===== src/rtl/bird_column.sv =====
// rtl/bird_column.sv - one-hot bird position column with gravity, flaps and collision detection
// Optional feature macro: BIRD_CEILING_KILL_EN (ceiling collision also ends the game)
module bird_column #(
  parameter int HEIGHT      = 15,
  parameter int START_ROW   = 7,
  parameter int FALL_PERIOD = 8,
  parameter int FLAP_RISE   = 2
) (
  input  logic                      clk,
  input  logic                      reset,
  input  logic                      tick,
  input  logic                      up,
  output logic [HEIGHT-1:0]         leds,
  output logic [$clog2(HEIGHT)-1:0] row,
  output logic                      hit_floor,
  output logic                      hit_ceiling,
  output logic                      dead,
  output logic                      flying
);

  localparam int RW = $clog2(HEIGHT);
  localparam int CW = (FALL_PERIOD > 1) ? $clog2(FALL_PERIOD) : 1;
  // A rise of HEIGHT or more always overshoots, so clamping it keeps the sum inside RW+1 bits.
  localparam int RISE_I = (FLAP_RISE >= HEIGHT) ? HEIGHT : FLAP_RISE;
  localparam logic [RW:0]       RISE_W     = (RW+1)'(RISE_I);
  localparam logic [RW:0]       TOP_W      = (RW+1)'(HEIGHT-1);
  localparam logic [RW-1:0]     TOP_ROW    = RW'(HEIGHT-1);
  localparam logic [RW-1:0]     START_R    = RW'(START_ROW);
  localparam logic [CW-1:0]     LAST_CNT   = CW'(FALL_PERIOD-1);
  localparam logic [HEIGHT-1:0] START_LEDS = HEIGHT'(1) << START_ROW;

  typedef enum logic [1:0] {
    S_IDLE = 2'd0,
    S_FLY  = 2'd1,
    S_DEAD = 2'd2
  } state_t;

  state_t            state_q, state_d;
  logic [RW-1:0]     row_q, row_d;
  logic [HEIGHT-1:0] leds_q, leds_d;
  logic [CW-1:0]     fall_cnt_q, fall_cnt_d;
  logic              flap_pending_q, flap_pending_d;
  logic              hit_floor_q, hit_floor_d;
  logic              hit_ceiling_q, hit_ceiling_d;
  logic              dead_q, dead_d;
  logic              flying_q, flying_d;
  logic [RW:0]       target;
  logic              flap_now;

  // Game step: flap latch, flap/gravity position update, collisions and state transitions.
  always_comb begin
    state_d        = state_q;
    row_d          = row_q;
    fall_cnt_d     = fall_cnt_q;
    flap_pending_d = flap_pending_q;
    hit_floor_d    = 1'b0;
    hit_ceiling_d  = 1'b0;
    target         = {1'b0, row_q} + RISE_W;
    flap_now       = flap_pending_q | up;
    if (state_q != S_DEAD) begin
      if (tick) begin
        flap_pending_d = 1'b0;
        if (flap_now) begin
          state_d    = S_FLY;
          fall_cnt_d = '0;
          if (target > TOP_W) begin
            row_d         = TOP_ROW;
            hit_ceiling_d = 1'b1;
`ifdef BIRD_CEILING_KILL_EN
            state_d       = S_DEAD;
`else
            state_d       = S_FLY;
`endif
          end else begin
            row_d = target[RW-1:0];
          end
        end else if (state_q == S_FLY) begin
          if (fall_cnt_q == LAST_CNT) begin
            fall_cnt_d = '0;
            if (row_q == '0) begin
              hit_floor_d = 1'b1;
              state_d     = S_DEAD;
            end else begin
              row_d = row_q - RW'(1);
            end
          end else begin
            fall_cnt_d = fall_cnt_q + CW'(1);
          end
        end
      end else if (up) begin
        flap_pending_d = 1'b1;
      end
    end
    leds_d   = HEIGHT'(1) << row_d;
    dead_d   = (state_d == S_DEAD);
    flying_d = (state_d == S_FLY);
  end

  // State and registered outputs; reset overrides any coincident tick/up.
  always_ff @(posedge clk) begin
    if (reset) begin
      state_q        <= S_IDLE;
      row_q          <= START_R;
      leds_q         <= START_LEDS;
      fall_cnt_q     <= '0;
      flap_pending_q <= 1'b0;
      hit_floor_q    <= 1'b0;
      hit_ceiling_q  <= 1'b0;
      dead_q         <= 1'b0;
      flying_q       <= 1'b0;
    end else begin
      state_q        <= state_d;
      row_q          <= row_d;
      leds_q         <= leds_d;
      fall_cnt_q     <= fall_cnt_d;
      flap_pending_q <= flap_pending_d;
      hit_floor_q    <= hit_floor_d;
      hit_ceiling_q  <= hit_ceiling_d;
      dead_q         <= dead_d;
      flying_q       <= flying_d;
    end
  end

  assign leds        = leds_q;
  assign row         = row_q;
  assign hit_floor   = hit_floor_q;
  assign hit_ceiling = hit_ceiling_q;
  assign dead        = dead_q;
  assign flying      = flying_q;

endmodule

===== config.mk =====
export PLATFORM = sky130hd
export DESIGN_NAME = bird_column
export DESIGN_NICKNAME = d
export VERILOG_FILES = /design/src/rtl/bird_column.sv
export SDC_FILE = /design/constraint.sdc
export NUM_CORES = 1
export LEC_CHECK = 0
export CAP_MARGIN = 10
export CORE_MARGIN = 2
export CORE_UTILIZATION = 45
export DETAILED_ROUTE_END_ITERATION = 10
export PLACE_DENSITY = 0.74
export SLEW_MARGIN = 20
export SYNTH_ARGS = -nofsm -noshare
export SYNTH_HDL_FRONTEND = slang
export SYNTH_SLANG_ARGS = --single-unit

===== constraint.sdc =====
create_clock -name clk -period 1.7 [get_ports clk]
set_input_delay 0.425 -clock clk [delete_from_list [all_inputs] [get_ports clk]]
set_output_delay 0.425 -clock clk [all_outputs]
set_load 0.02 [all_outputs]

==> impl_metrics.tcl <==
set metrics [dict create \
    ys_seq_area_share_pct 43.0 \
    cts_root_buf "clkbuf_4" \
    hp-class "register to register" \
    critical_path_cell_count 6 \
    die_y_um 58.7 \
    grt_pass1_vias 1347 \
    die_w_um 58.7 \
    synth_enable_flop_cells 0 \
    area_growth_pct 64.8 \
    syn_area_mm2 0.00135 \
    arrival_ns 2.17 \
    grt_pass1_wl_um 6130 \
    drive_above_1_share_pct 47.3 \
    drv_cap 0 \
    io_buffers 26 \
    fin_cells 236 \
    wl_per_cell_um 17.8 \
    synth_nets 152 \
    grt_usage_pct 23.8 \
    synthArstFlopShare_pct 0 \
    worstRegToRegCells 6 \
    drtIter0Drc 66 \
    critical-path-top-delay-family "compound AO/OA/AOI/OAI gates" \
    clk_pin_slew_worst_paths_ns 0.09 \
    report.final.slew_viol_count 0 \
    syn_avg_cell_area_um2 9.57 \
    netlist_top_cells_area "dfxtp_1 (43%), ha_1 (6.5%), nor3_1 (3.7%), nor4_1 (3.2%), a22oi_1 (2.8%)" \
    max_clock_freq_mhz 513 \
    crit_path_max_incr_delay_ns 0.46 \
    path_class "register to register" \
    via_per_inst 5.84 \
    cts_tree "built" \
    grt_remaining_overflow 0 \
    synthDominantCellAreaShare_pct 43.0 \
    finClkSkew_ns 0.0134 \
    cts_sinks 29 \
    dp_slack_ns -0.593 \
    numCtsBuffers 5 \
    p_leak_nw 1.00 \
    drtAntennaViolNets 0 \
    yosysWarnings 0 \
    p_per_area_mw_per_mm2 735 \
    finalPower_mw 1.64 \
    violations "design-rule violations, negative setup slack" \
    holdPathStages 2 \
    finalHoldViolations 0 \
    setup_ws_ns -0.250 \
    yosysUniqueCellTypes 49 \
    routed_wl_um 4210 \
    multi_input_area_um2 946 \
    n_fill_cell 180 \
    crit_chain "inv_8 -> ha_4 -> a311oi_4 -> nand2_2 -> a221o_2 -> nor4_1" \
    antenna_found_initial 0 \
    seq_area_um2 596 \
    synth_ff_type "dfxtp_1" \
    cp.required_ns 1.92 \
    clock_latency_ns 0.32 \
    worstPathMaxFanout 6 \
    tns_ns -3.64 \
    synth.largest_area_cell "dfxtp_1" \
    cp_num_buf_inv 1 \
    start_kind "register" \
    htreeDepth 2 \
    initial_utilization_pct 48.1 \
    num_antenna_cells 0 \
    setup_viol 19 \
    num_io_pins 27 \
    drc 1 \
    status "complete, but fails checks" \
    dieArea_mm2 0.00345 \
    grt_max_degree 11 \
    gp_congestion 0.818 \
    ir_drop_mv 0.674 \
    rsz0062_at_grt "true" \
    crit_path_top_delay_cell "a221o_2" \
    clk_path_buf_depth 2 \
    fin_crit_ns 1.95 \
    end_kind "register" \
    firstDrtPassIters 7 \
    ys_seq_elements 29 \
    timing.slew.headroom_pct 75.6 \
    syn_inst 141 \
    tightest_slew_ns 0.366 \
    fin_crit_sh_pct 115 \
    synth_most_common_cell "dfxtp_1" \
    dpl.hpwl_um 2830 \
    coreArea_mm2 0.00281 \
    vias 1378 \
    nets 215 \
    dp.cells 222 \
    num_rows 19 \
    synth_commonest_cells "dfxtp_1 (29), nor2_1 (10), nor3_1 (10), nand2_1 (8)" \
]
where the power goes:
part           internal (mW)  leakage [nW]  switching, mW
logic                  0.224         0.734          0.271
registers              0.707         0.237         0.0286
clock network          0.156        0.0310          0.249
metrics by stage:
stage          hold WS [ns]  utilization [%]  instance area, um2
6_report              0.564             79.3                2220
5_1_grt               0.583             79.3                2220
4_1_cts               0.557             73.1                2050
3_5_place_dp          0.538             68.2                1910
3_3_place_gp          0.501             68.2                1910
2_1_floorplan         0.486                -                1440
logic make-up after synthesis:
kind of cell	Yosys count	synth area share, %
muxes	1	0.742
DFF	29	43.0
xor gates and xnor gates	2	1.30
AOI/OAI and AO/OA	36	20.6
buffers and inverters	12	5.38
adders and majority gates	7	6.49
and+or+nand+nor	54	22.4
tightest hold or removal path, stage by stage, from the launching register on:
cell and delay (ns):
dfxtp_2 0.36, a22oi_1 0.09, nor2_1 0.08
per-layer routing:
layer,up-vias,track usage (%),share of wire [%]
li1,653,-,-
met1,647,29.6,40
met2,68,41.1,51
met3,10,3.96,6.6
met4,0,9.09,1.9
met5,-,0,0
final timing paths:
kind,startpoint,to,slack (ns)
max,row[1],leds[10],-0.25
min reg2reg,fall_cnt_q[1],fall_cnt_q[1],0.56
max reg2reg,row[1],leds[10],-0.25
min,fall_cnt_q[1],fall_cnt_q[1],0.56
state kept, by name, summed over array words and instances, names as in the netlist:
register,cells
dead,1
hit_ceiling,1
flap_pending_q,1
flying,1
row,4
leds,15
fall_cnt_q,3
hit_floor,1
state_q,2
what timing repair did:
item / in CTS / in global routing
hold endpoints to repair: 0 / 0
gates cloned: 0 / 0
endpoints found under the setup margin: 27 / 28
resized for setup: 24 / 35
hold buffers: 0 / 0
setup buffers: 4 / 3
pin swaps: 11 / 10
final cells by class:
class	count	share of cell area, %
multi-input combinational	100	42.5
sequential	29	26.8
timing repair buffer	61	24.8
tap	31	1.74
clock buffer	5	1.69
inverter	7	1.63
clock inverter	3	0.788
layout by cell type, fill, tap and decap left out, types with 4 or more instances in the layout:
cell type	count
a22oi_1	5
buf_4	31
buf_6	4
clkbuf_4	5
clkdlybuf4s50_1	9
dfxtp_1	23
dlygate4sd2_1	7
dlymetal6s2s_1	9
ha_4	5
nand2_1	6
nor2_1	8
nor3_1	4
nor3_2	6
nor4_2	4
No activity file was read; power rests on OpenSTA's default activity.
